## src/rtl/demux4_deser.sv

```systemverilog
// Serial-to-parallel receiver that routes each completed WIDTH-bit word to one of
// four per-channel holding registers with valid/ready handshake and sticky overflow.

module demux4_deser_chan #(
  parameter int WIDTH = 8
) (
  input  logic             clk,
  input  logic             rst_n,
  input  logic             deliver_i,
  input  logic [WIDTH-1:0] word_i,
  input  logic             ready_i,
  input  logic             ovf_clr_i,
  output logic [WIDTH-1:0] data_o,
  output logic             valid_o,
  output logic             ovf_o
);
  logic [WIDTH-1:0] data_q, data_d;
  logic             valid_q, valid_d;
  logic             ovf_q, ovf_d;
  logic             xfer;

  assign xfer = valid_q & ready_i;

  always_comb begin
    data_d  = data_q;
    valid_d = valid_q;
    ovf_d   = ovf_clr_i ? 1'b0 : ovf_q;
    if (deliver_i) begin
      // A slot freed by a same-cycle transfer can take the new word.
      if (!valid_q || xfer) begin
        data_d  = word_i;
        valid_d = 1'b1;
      end else begin
        ovf_d = 1'b1;
      end
    end else if (xfer) begin
      valid_d = 1'b0;
    end
  end

  always_ff @(posedge clk or negedge rst_n) begin
    if (!rst_n) begin
      data_q  <= '0;
      valid_q <= 1'b0;
      ovf_q   <= 1'b0;
    end else begin
      data_q  <= data_d;
      valid_q <= valid_d;
      ovf_q   <= ovf_d;
    end
  end

  assign data_o  = data_q;
  assign valid_o = valid_q;
  assign ovf_o   = ovf_q;
endmodule

module demux4_deser #(
  parameter int WIDTH = 8
) (
  input  logic               clk,
  input  logic               rst_n,
  input  logic               din,
  input  logic               din_valid,
  input  logic [1:0]         sel,
  input  logic               sel_load,
  output logic [4*WIDTH-1:0] out_data,
  output logic [3:0]         out_valid,
  input  logic [3:0]         out_ready,
  output logic [3:0]         overflow,
  input  logic               ovf_clr,
  output logic               busy,
  output logic [3:0]         led
);
  localparam int NUM_LANES = 4;
  localparam int CW = (WIDTH > 2) ? $clog2(WIDTH) : 1;
  localparam logic [CW-1:0] LAST = CW'(WIDTH - 1);

  logic [1:0]       active_ch_q, active_ch_d;
  logic [CW-1:0]    bit_cnt_q, bit_cnt_d;
  logic [WIDTH-1:0] sr_q, sr_d;
  logic             busy_q;
  logic [3:0]       led_q;
  logic             word_done;
  logic [WIDTH-1:0] word;
  logic [NUM_LANES-1:0]            deliver;
  logic [NUM_LANES-1:0][WIDTH-1:0] lane_data;

  assign word      = {sr_q[WIDTH-2:0], din};
  assign word_done = din_valid && (bit_cnt_q == LAST);

  always_comb begin
    active_ch_d = active_ch_q;
    bit_cnt_d   = bit_cnt_q;
    sr_d        = sr_q;
    // Channel changes only between words so a word never straddles two channels.
    if (sel_load && bit_cnt_q == '0) active_ch_d = sel;
    if (din_valid) begin
      sr_d      = word;
      bit_cnt_d = word_done ? '0 : bit_cnt_q + CW'(1);
    end
  end

  // Completion never coincides with a channel switch, so active_ch_q is the word's owner.
  assign deliver = word_done ? (NUM_LANES'(1) << active_ch_q) : '0;

  always_ff @(posedge clk or negedge rst_n) begin
    if (!rst_n) begin
      active_ch_q <= '0;
      bit_cnt_q   <= '0;
      sr_q        <= '0;
      busy_q      <= 1'b0;
      led_q       <= 4'b0001;
    end else begin
      active_ch_q <= active_ch_d;
      bit_cnt_q   <= bit_cnt_d;
      sr_q        <= sr_d;
      busy_q      <= (bit_cnt_d != '0);
      led_q       <= NUM_LANES'(1) << active_ch_d;
    end
  end

  for (genvar g = 0; g < NUM_LANES; g++) begin : g_lane
    demux4_deser_chan #(.WIDTH(WIDTH)) u_chan (
      .clk       (clk),
      .rst_n     (rst_n),
      .deliver_i (deliver[g]),
      .word_i    (word),
      .ready_i   (out_ready[g]),
      .ovf_clr_i (ovf_clr),
      .data_o    (lane_data[g]),
      .valid_o   (out_valid[g]),
      .ovf_o     (overflow[g])
    );
  end

  assign out_data = lane_data;
  assign busy     = busy_q;
  assign led      = led_q;
endmodule
```

## config.mk

```make
export PLATFORM = sky130hd
export DESIGN_NAME = demux4_deser
export DESIGN_NICKNAME = d
export VERILOG_FILES = /design/src/rtl/demux4_deser.sv
export SDC_FILE = /design/constraint.sdc
export NUM_CORES = 1
export LEC_CHECK = 0
export ABC_AREA = 1
export BUFFER_PORTS_ARGS = -buffer_cell sky130_fd_sc_hd__buf_4
export CAP_MARGIN = 20
export CELL_PAD_IN_SITES_DETAIL_PLACEMENT = 1
export CELL_PAD_IN_SITES_GLOBAL_PLACEMENT = 1
export CORE_MARGIN = 1
export CORE_UTILIZATION = 40
export DETAILED_ROUTE_END_ITERATION = 7
export PLACE_DENSITY_LB_ADDON = 0.1
export SYNTH_ARGS = -nofsm -noshare
export SYNTH_HDL_FRONTEND = slang
export SYNTH_SLANG_ARGS = --single-unit
```

## constraint.sdc

```tcl
create_clock -name clk -period 1.6 [get_ports clk]
set_input_delay 0.32 -clock clk [delete_from_list [all_inputs] [get_ports clk]]
set_output_delay 0.32 -clock clk [all_outputs]
set_load 0.005 [all_outputs]
```

; After elaboration in Yosys (flattened, before gate mapping)
; Cells that the tools add are included.
[word_totals]
register_bits = 57
in_bits = 12
out_inout_bits = 45
wordCells = 81
[classes]
addsub = 1
eq_ne = 5
n_shift = 2
mux = 28
n_bitwise = 4
n_reduce_logical = 24
[ops]
columns = op, n
row1 = $mux W1, 24
row2 = $reduce_and A2 Y1, 8
row3 = $ne A2 B1 Y1 const B, 4
row4 = $reduce_bool A2 Y1, 4
row5 = $shl A1 B2 Y4 const A, 2
row6 = $mux W3, 2
row7 = $and A1 B1 Y1, 4
row8 = $logic_not A1 Y1, 4
row9 = $logic_or A1 B1 Y1, 4
row10 = $mux W4, 1
row11 = $add A3 B1 Y3 const B, 1
row12 = $eq A3 B3 Y1 const B, 1
row13 = $logic_not A3 Y1, 1
row14 = $reduce_bool A3 Y1, 1
row15 = $logic_and A1 B1 Y1, 2
row16 = $mux W2, 1

; Longest topological paths before layout
; Gate-level depths: netlist of the first run.
[logic_depth]
ltp_word = 5
depth_mapped = 7
mapped_depth_nobuf = 7

; Hierarchy
; Synthesis of the first run repeated with hierarchy kept, for this count alone.
[unflattened]
hier_cells = 256
area_unflattened_um2 = 2666.3
[by_module_without_submodules]
columns = module, instances, cells_each, area_per_inst_um2, seq_area_each_um2
row1 = demux4_deser_chan, 4, 43, 474.2, 250.2
row2 = demux4_deser, 1, 84, 769.5, 426.7

; Least setup slack after synthesis of the first run
; No wires, ideal clock.
[synth_timing]
kind = register to register
start = register bit_cnt_q[0]
end = register g_lane[1].u_chan.valid_q
setup_ps = 131
arrival_ps = 1249
required_ps = 1469
setup_slack_ps = 220
stages_incl_launch_ff = 8
n_path_buf = 1
synth_period_minus_slack_ps = 1380
cell_sequence = dfrtp_1 > ha_1 > ha_1 > nand2_4 > inv_4 > buf_6 > nand2_1 > nand2_1
[synth_between]
elab_chain_cells = 5
word_cells_on_any_way = 7
cone_classes = eq/ne: 2 / mux: 2 / reduce/logical: 3
[synth_rtl]
columns = item, line_no
row1 = "start, declared", 80  ; logic [CW-1:0] bit_cnt_q, bit_cnt_d;
row2 = "start signal, assigned", 116  ; bit_cnt_q <= bit_cnt_d;
row3 = $eq A3 B3 Y1 (*), 90  ; assign word_done = din_valid && (bit_cnt_q == LAST);
row4 = $logic_and A1 B1 Y1 (*), 90
row5 = $mux W4 (*), 105  ; assign deliver = word_done ? (NUM_LANES'(1) << active_ch_q) : '0;
row6 = $ne A2 B1 Y1 (no line) or $reduce_bool A2 Y1 (tied branches), n/a
row7 = $reduce_and A2 Y1 (no line), n/a
row8 = "end signal, assigned", 48  ; valid_q <= valid_d;
row9 = "end, declared", 18  ; logic valid_q, valid_d;
; Every way passes the cells marked *; elsewhere a longest branch is shown, timed or not.
; A chain may end at the register's enable or synchronous reset.

; Worst setup path in the final report of the first run
[layout_timing]
start = register bit_cnt_q[1]
end = register g_lane[3].u_chan.data_q[4]
[layout_between]
elab_chain_cells = 4
[layout_rtl]
columns = item, line_no
row1 = $eq A3 B3 Y1, 90
row2 = $logic_and A1 B1 Y1, 90
row3 = $mux W4, 105
row4 = $reduce_and A2 Y1 (no line), n/a
row5 = "end signal, assigned", 47  ; data_q <= data_d;
row6 = "end, declared", 17  ; logic [WIDTH-1:0] data_q, data_d;
; Every way passes these cells.

==> results of run 1 <==
-- path summary, 6_finish.rpt --
kind,endpoint,depth (start not counted),start
setup / recovery,g_lane[3].u_chan.data_o[4]$_DFFE_PN0P_,7,bit_cnt_q[1]$_DFF_PN0_
hold / removal,sr_q[6]$_DFFE_PN0P_,3,din_valid
setup reg to reg,g_lane[3].u_chan.data_o[4]$_DFFE_PN0P_,7,bit_cnt_q[1]$_DFF_PN0_
hold reg to reg,g_lane[3].u_chan.data_o[2]$_DFFE_PN0P_,2,g_lane[3].u_chan.data_o[2]$_DFFE_PN0P_
max in group asynchronous,g_lane[3].u_chan.data_o[3]$_DFFE_PN0P_,3,rst_n
min in group asynchronous,g_lane[0].u_chan.data_o[1]$_DFFE_PN0P_,2,rst_n
-- cells in the mapped netlist --
library cell  instances
nand2_1             107
dfrtp_1              56
nand3_1              28
inv_1                17
nand4_1              10
buf_4                 8
nor2_1                8
o21ai_0               7
ha_1                  3
nor2_4                3
o21ai_2               3
buf_6                 2
clkbuf_1              2
nand2_4               2
nand3_2               2
buf_1                 1
clkbuf_8              1
dfstp_2               1
inv_2                 1
inv_4                 1
nand2_2               1
nand3_4               1
nor2_2                1
o21ai_1               1
-- what timing repair did --
action / CTS / global route
endpoints found under the setup margin: 0 / 26
hold buffers: 1 / 0
endpoints found under the hold margin: 24 / 0
gates resized for setup: 0 / 4
setup buffers: 0 / 2
-- worst reg2reg max path: cells and delay by family, from the launching register on --
family | cells | cell delay, ns
and+or+nand+nor | 5 | 0.60
adders and majority gates | 2 | 0.38
DFF | 1 | 0.37
-- sequential cells by signal, summed over array words and instances (netlist names) --
signal	flops
active_ch_q	2
g_lane.u_chan.ovf_o	4
sr_q	7
g_lane.u_chan.valid_o	4
bit_cnt_q	3
busy	1
led	4
g_lane.u_chan.data_o	32
-- final cells by class --
type                    instances  area share (%)
clock buffers                  13            5.11
clock inverters                 3           0.483
inverters                      19            2.46
multi-input cells             177            27.7
flip-flops and latches         57            46.0
well taps                      75            3.02
repair buffers                 61            15.2
-- power breakdown --
| part | switching, mW | internal (mW) |
|---|---|---|
| registers | 0.312 | 1.87 |
| logic | 0.705 | 0.680 |
| clock network | 0.539 | 0.639 |
| total | 1.56 | 3.19 |
-- placed cells by master, fill, tap and decap left out --
cell type,netlist,routed
inv_1,17,17
nand2_1,107,107
inv_2,1,1
ha_2,0,1
clkinv_2,0,3
nand2_4,2,2
inv_6,0,1
dfstp_2,1,1
o21ai_1,1,1
nand2_2,1,1
ha_1,3,2
dlygate4sd3_1,0,1
buf_4,8,59
dfrtp_1,56,56
o21ai_2,3,3
o21ai_0,7,7
nor2_1,8,8
nand3_1,28,28
nor2_2,1,1
clkbuf_8,1,11
buf_12,0,1
nand3_4,1,3
clkbuf_1,2,2
nand4_1,10,10
nor2_4,3,3
-- kinds of logic after synthesis --
group	after synthesis
adders and majority gates	3
DFF	57
buffers and inverters	33
and+or+nand+nor	163
AOI/OAI and AO/OA	11
-- stage by stage --
step / instances / power, mW / utilization, %
2_1_floorplan: 267 / 2.80 / -
3_3_place_gp: 386 / 3.53 / 48.8
3_5_place_dp: 386 / 3.60 / 48.8
4_1_cts: 403 / 4.80 / 51.9
5_1_grt: 405 / 5.08 / 52.5
6_report: 405 / 4.75 / 52.5
-- metal layers --
layer  part of all wire [%]  routed length, µm
met4                    2.6                153
met2                     49               2860
met1                     44               2620
met3                    4.3                251
met5                      0                  0
==> impl_metrics.py, run 1 <==
metrics = {
    "worst_setup_path": {
        "endpoint_kind": "flop",
        "cp_top_family": "simple AND/OR/NAND/NOR gates",
        "crit_chain": "ha_1 -> ha_2 -> nand2_4 -> nor2_4 -> nand2_4 -> nand2_1 -> nand2_1",
        "path_buf_inv": 0,
        "crit_type": "flop to flop",
        "cp_slowest_stage_delay_ns": 0.37,
        "cp.arrival_ns": 1.69,
        "crit_path_start_kind": "flop",
        "required_ns": 1.82,
        "path_max_fanout": 9,
        "cp_slowest_cell": "dfrtp_1",
        "ff2ff_setup_slack_ns": 0.14,
    },
    "route": {
        "vias": 1971,
        "avgViaCountPerCell": 4.87,
        "wl_mm": 5.89,
        "wire_per_inst_um": 14.5,
        "drtIter0Drc": 142,
        "drc": 0,
        "drt_pass1_iterations": 4,
        "drt.antenna.violating_nets": 0,
    },
    "die": {
        "num_rows": 28,
        "pin_count": 57,
        "die_w_um": 80.3,
        "die_area_um2": 6450,
        "start_util_pct": 41.4,
        "core_area_um2": 5920,
        "fp.dieH_um": 80.3,
    },
    "global_routing": {
        "grtUsageMet1_pct": 27.0,
        "use_met2_pct": 33.1,
        "grt-ovfl-total": 0,
        "grt-busiest-layer": "met2",
        "grt_pass1_vias": 1930,
        "grt_use_total_pct": 20.9,
        "grt_max_degree": 33,
        "antenna_found_initial": 0,
        "grt_pass1_wl_mm": 9.77,
        "grt_use_met3_pct": 4.66,
    },
    "timing": {
        "setup_viol": 0,
        "finalMaxSlewViolations": 0,
        "tightest_slew_ns": 0.467,
        "hold_viol": 0,
        "timing.hold.ws_ns": 0.294,
        "tns_ns": 0,
        "skew_ns": 0.00708,
        "min_period_ns": 1.46,
        "slew_headroom_pct": 68.8,
        "finalCritPeriodShare_pct": 91.3,
        "rsz0062_at_grt": "false",
        "postLayoutSetupSlackWorst_ns": 0.139,
        "fmax_mhz": 685,
    },
    "clock_tree": {
        "clock-sinks": 57,
        "cts-root-buf": "clkbuf_8",
        "cts_tree": "done",
        "htree_levels": 3,
        "numCtsBuffers": 9,
        "clockBufferDepth": 2,
        "path_clk_slew_ns": 0.06,
        "insertion_delay_ns": 0.33,
    },
    "final_layout": {
        "seqCellArea_um2": 1430,
        "antennaDiodeCount": 0,
        "multi_input_area_um2": 862,
        "area_growth_pct": 26.6,
        "drive_gt1_share_pct": 27.6,
        "n_fill_cell": 709,
        "fin_nets": 340,
        "final_area_um2": 3110,
    },
    "run": {
        "max_cap_viol_count": 0,
    },
    "synth": {
        "syn_inst": 267,
        "yosysTopAreaCellShare_pct": 57.1,
        "ys_warn_count": 0,
        "synth_top_cell_by_area": "dfrtp_1",
        "synth_nets": 282,
        "synth_top_family_by_area": "simple AND/OR/NAND/NOR gates",
        "ys_types": 24,
        "synth_mux_area_share_pct": 0,
        "synth-xor-area-share_pct": 0,
        "synth_compound_gate_area_share_pct": 2.70,
        "seq_area_frac_synth_pct": 58.2,
        "syn-cell-area_um2": 2450,
        "synth_area_per_cell_um2": 9.19,
        "synth_area_leaders": "dfrtp_1 57%, nand2_1 16%, nand3_1 5.7%",
        "synthSimpleGateAreaFrac_pct": 30.2,
        "synthAdderAreaFrac_pct": 1.53,
        "yosys_register_bits": 57,
    },
    "pwr": {
        "p_per_area_nw_per_um2": 1530,
        "p_leak_nw": 1.72,
        "ir_drop_mv": 0.732,
    },
    "placed_design": {
        "dp_hpwl_mm": 4.22,
        "gp_congestion": 0.732,
        "portBuffers": 56,
        "placed_area_um2": 2890,
        "post-place-ws_ns": 0.0468,
    },
    "run_status": {
        "status": "completed",
    },
    "min_path": {
        "hp-class": "input port to flop",
    },
}
Note: power is estimated with default switching activity, not from simulation.
==> run 2, diff against run 1 <==
Settings changed: ABC_AREA 1 to not set, CORE_UTILIZATION 40 to 42, CTS_CLUSTER_SIZE set to 40.
==> run 2 against run 1 <==
Against the previous run: the run now ends with setup timing left; combinational power fell by 5%; clock skew is 0.00078 ns lower; die area shrank 12%; sequential share of layout area rose by 1.0 points; worst hold slack lost 0.25 ns; register-to-register slack got worse by 0.21 ns; area after synthesis decreased by 7.5%; sequential power hardly changed; sequential cell count stayed put; maximum frequency shrank 13%.
==> impl_metrics.py, run 2 <==
metrics = {
    "final_layout": {
        "fin_nets": 236,
        "antennaDiodeCount": 0,
        "seqCellArea_um2": 1430,
        "final_area_um2": 3040,
        "area_growth_pct": 34.0,
        "final_cell_mix": "64 x buf_4, 56 x dfrtp_1, 24 x mux2_4",
        "mostFrequentLayoutCell": "buf_4",
        "n_fill_cell": 552,
        "largest_register_ffs": 32,
        "multi_input_area_um2": 815,
        "drive_gt1_share_pct": 56.0,
    },
    "synth": {
        "synth_area_per_cell_um2": 14.4,
        "synthTopCellsByCount": "56 x dfrtp_1, 36 x mux2_2, 11 x buf_4, 9 x inv_1",
        "synth_area_leaders": "dfrtp_1 62%, mux2_2 18%, buf_4 3.6%",
        "synth_nets": 172,
        "synth.most_common_cell": "dfrtp_1",
        "synth_top_cell_by_area": "dfrtp_1",
        "syn-cell-area_um2": 2270,
        "ys_warn_count": 0,
        "yosys_most_used_dff": "dfrtp_1",
        "seq_area_frac_synth_pct": 62.9,
        "syn_inst": 157,
        "yosysTopAreaCellShare_pct": 61.8,
        "yosys_register_bits": 57,
        "synth_edf_count": 0,
        "ys_types": 23,
        "synthArstFlopShare_pct": 100,
    },
    "worst_setup_path": {
        "cp_slowest_stage_delay_ns": 0.38,
        "required_ns": 1.81,
        "rr_worst_depth": 6,
        "r2r_start": "bit_cnt_q[1]$_DFF_PN0_",
        "path_buf_inv": 1,
        "crit_path_start_kind": "flop",
        "cp.arrival_ns": 1.88,
        "rr_endpoint": "g_lane[1].u_chan.data_o[2]$_DFFE_PN0P_",
        "cp_slowest_cell": "dfrtp_1",
        "endpoint_kind": "flop",
        "path_max_fanout": 8,
        "ff2ff_setup_slack_ns": -0.07,
        "crit_chain": "ha_2 -> ha_4 -> nand4b_1 -> nor2b_1 -> buf_6 -> mux2_4",
        "crit_type": "flop to flop",
        "cp_top_family": "flip-flops",
    },
    "route": {
        "drt_pass1_iterations": 4,
        "avgViaCountPerCell": 4.86,
        "top_layer": "met4",
        "drtIter0Drc": 33,
        "wl_met2_mm": 2.61,
        "drc": 0,
        "drt.antenna.violating_nets": 0,
        "wl_mm": 5.17,
        "wl_met3_um": 189,
        "wire_per_inst_um": 17.5,
        "drt-met1-wl_mm": 2.27,
        "vias": 1433,
    },
    "placed_design": {
        "placed_area_um2": 2730,
        "gp_congestion": 0.700,
        "portBuffers": 56,
        "dp_hpwl_mm": 3.41,
        "post-place-ws_ns": -0.141,
    },
    "clock_tree": {
        "insertion_delay_ns": 0.33,
        "numCtsBuffers": 9,
        "cts_tree": "done",
        "htree_levels": 3,
        "clockBufferDepth": 2,
        "cts-root-buf": "clkbuf_8",
        "path_clk_slew_ns": 0.06,
        "clock-sinks": 57,
        "postCtsHoldBufs": 0,
    },
    "timing": {
        "fmax_mhz": 598,
        "postLayoutSetupSlackWorst_ns": -0.0734,
        "skew_ns": 0.00630,
        "slew_headroom_pct": 52.7,
        "min_period_ns": 1.67,
        "hold_viol": 0,
        "finalMaxSlewViolations": 0,
        "finalCritPeriodShare_pct": 105,
        "setup_viol": 24,
        "tightest_slew_ns": 0.709,
        "rsz0062_at_grt": "true",
    },
    "die": {
        "die_w_um": 75.5,
        "die_area_um2": 5700,
        "fp.dieH_um": 75.5,
        "core_area_um2": 5140,
        "num_rows": 26,
        "pin_count": 57,
        "start_util_pct": 44.1,
    },
    "global_routing": {
        "antenna_found_initial": 0,
        "grt_pass1_wl_mm": 8.26,
        "grt_max_degree": 58,
        "grt_pass1_vias": 1582,
        "grt-ovfl-total": 0,
        "grt_use_total_pct": 20.7,
    },
    "pwr": {
        "swShare_pct": 28.7,
        "power_switching_mw": 1.32,
        "p_comb_share_pct": 28.5,
        "p_leak_nw": 1.54,
        "p_per_area_nw_per_um2": 1510,
        "power_frac_clock_pct": 24.5,
        "seqPwrFrac_pct": 47.0,
        "ir_drop_mv": 0.801,
        "internal-power_mw": 3.29,
    },
    "min_path": {
        "hp-class": "input port to asynchronous set/reset pin",
    },
    "run": {
        "max_cap_viol_count": 0,
    },
    "run_status": {
        "status": "finished, violations left",
        "violations": "setup timing",
    },
}
## run 2: cell types whose count changed after synthesis, sizes merged, moves of 4 or more
cell	before	now
inv	19	9
nand2	110	5
o22ai	0	5
nor2	12	5
o21ai	11	2
mux2	0	39
nand4	10	2
nand3	31	1
nand2b	0	4
## run 2: per-layer routing
| layer | track usage, % | vias to the layer above |
|---|---|---|
| li1 | - | 651 |
| met1 | 26.9 | 735 |
| met2 | 32.9 | 37 |
| met3 | 5.82 | 10 |
| met4 | 8.64 | 0 |
| met5 | 0 | - |
## run 2: through the flow
| stage | setup TNS, ns | hold WS, ns | power (mW) | utilization (%) | instances |
|---|---|---|---|---|---|
| floorplan | -0.0000131 | 0.0244 | 2.60 | - | 157 |
| global placement | -0.0252 | 0.397 | 3.22 | 53.1 | 278 |
| detailed placement | -3.07 | 0.417 | 3.32 | 53.1 | 278 |
| CTS | -1.14 | 0.0611 | 4.59 | 58.3 | 294 |
| global route | -3.04 | 0.0983 | 4.90 | 59.2 | 295 |
| finish | -1.18 | 0.0435 | 4.61 | 59.2 | 295 |
## run 2: logic make-up (layout without fill, tap and decap cells)
group / count (synthesis) / count (layout) / synth area share, %
flops: 57 / 57 / 62.9
simple gates: 26 / 26 / 6.73
buf+inv: 23 / 91 / 6.62
compound gates: 7 / 7 / 1.82
fa+ha+maj: 3 / 3 / 1.65
mux: 41 / 41 / 20.2
## run 2: what timing repair did
item | 4_1_cts | 5_1_grt
setup endpoints to repair | 33 | 36
setup buffers | 1 | 1
pin swaps | 1 | 3
cloned | 0 | 0
resized for setup | 24 | 10
## run 2: final cells by class
type	instances	area share, %
repair buffers	67	16.9
clock inverters	3	0.576
well taps	70	2.88
inverters	9	1.11
flip-flops and latches	57	47.0
multi-input cells	77	26.8
clock buffers	12	4.77
## run 2: worst max-delay path by stage
stage,start,end,cells past startpoint
2_1_floorplan,bit_cnt_q[0]$_DFF_PN0_,g_lane[2].u_chan.data_o[0]$_DFFE_PN0P_,7
3_3_place_gp,bit_cnt_q[0]$_DFF_PN0_,g_lane[0].u_chan.data_o[6]$_DFFE_PN0P_,5
3_5_place_dp,bit_cnt_q[1]$_DFF_PN0_,g_lane[3].u_chan.data_o[7]$_DFFE_PN0P_,6
4_1_cts,bit_cnt_q[1]$_DFF_PN0_,g_lane[3].u_chan.data_o[7]$_DFFE_PN0P_,6
5_1_grt,bit_cnt_q[1]$_DFF_PN0_,g_lane[1].u_chan.data_o[2]$_DFFE_PN0P_,6
6_report,bit_cnt_q[1]$_DFF_PN0_,g_lane[1].u_chan.data_o[2]$_DFFE_PN0P_,6
## run 2: power groups by stage
| stage | logic (mW) | registers (mW) | clock network [mW] |
|---|---|---|---|
| after global placement | 1.09 | 2.13 | 0 |
| after CTS | 1.27 | 2.16 | 1.16 |
| final | 1.31 | 2.16 | 1.13 |
| after detailed placement | 1.15 | 2.16 | 0 |
| after floorplan | 0.494 | 2.11 | 0 |
| after global routing | 1.45 | 2.22 | 1.22 |
## run 2: worst reg2reg max path, cell delays in order (launching register included)
cell	delay, ns
dfrtp_1	0.38
ha_2	0.22
ha_4	0.15
nand4b_1	0.13
nor2b_1	0.18
buf_6	0.19
mux2_4	0.32
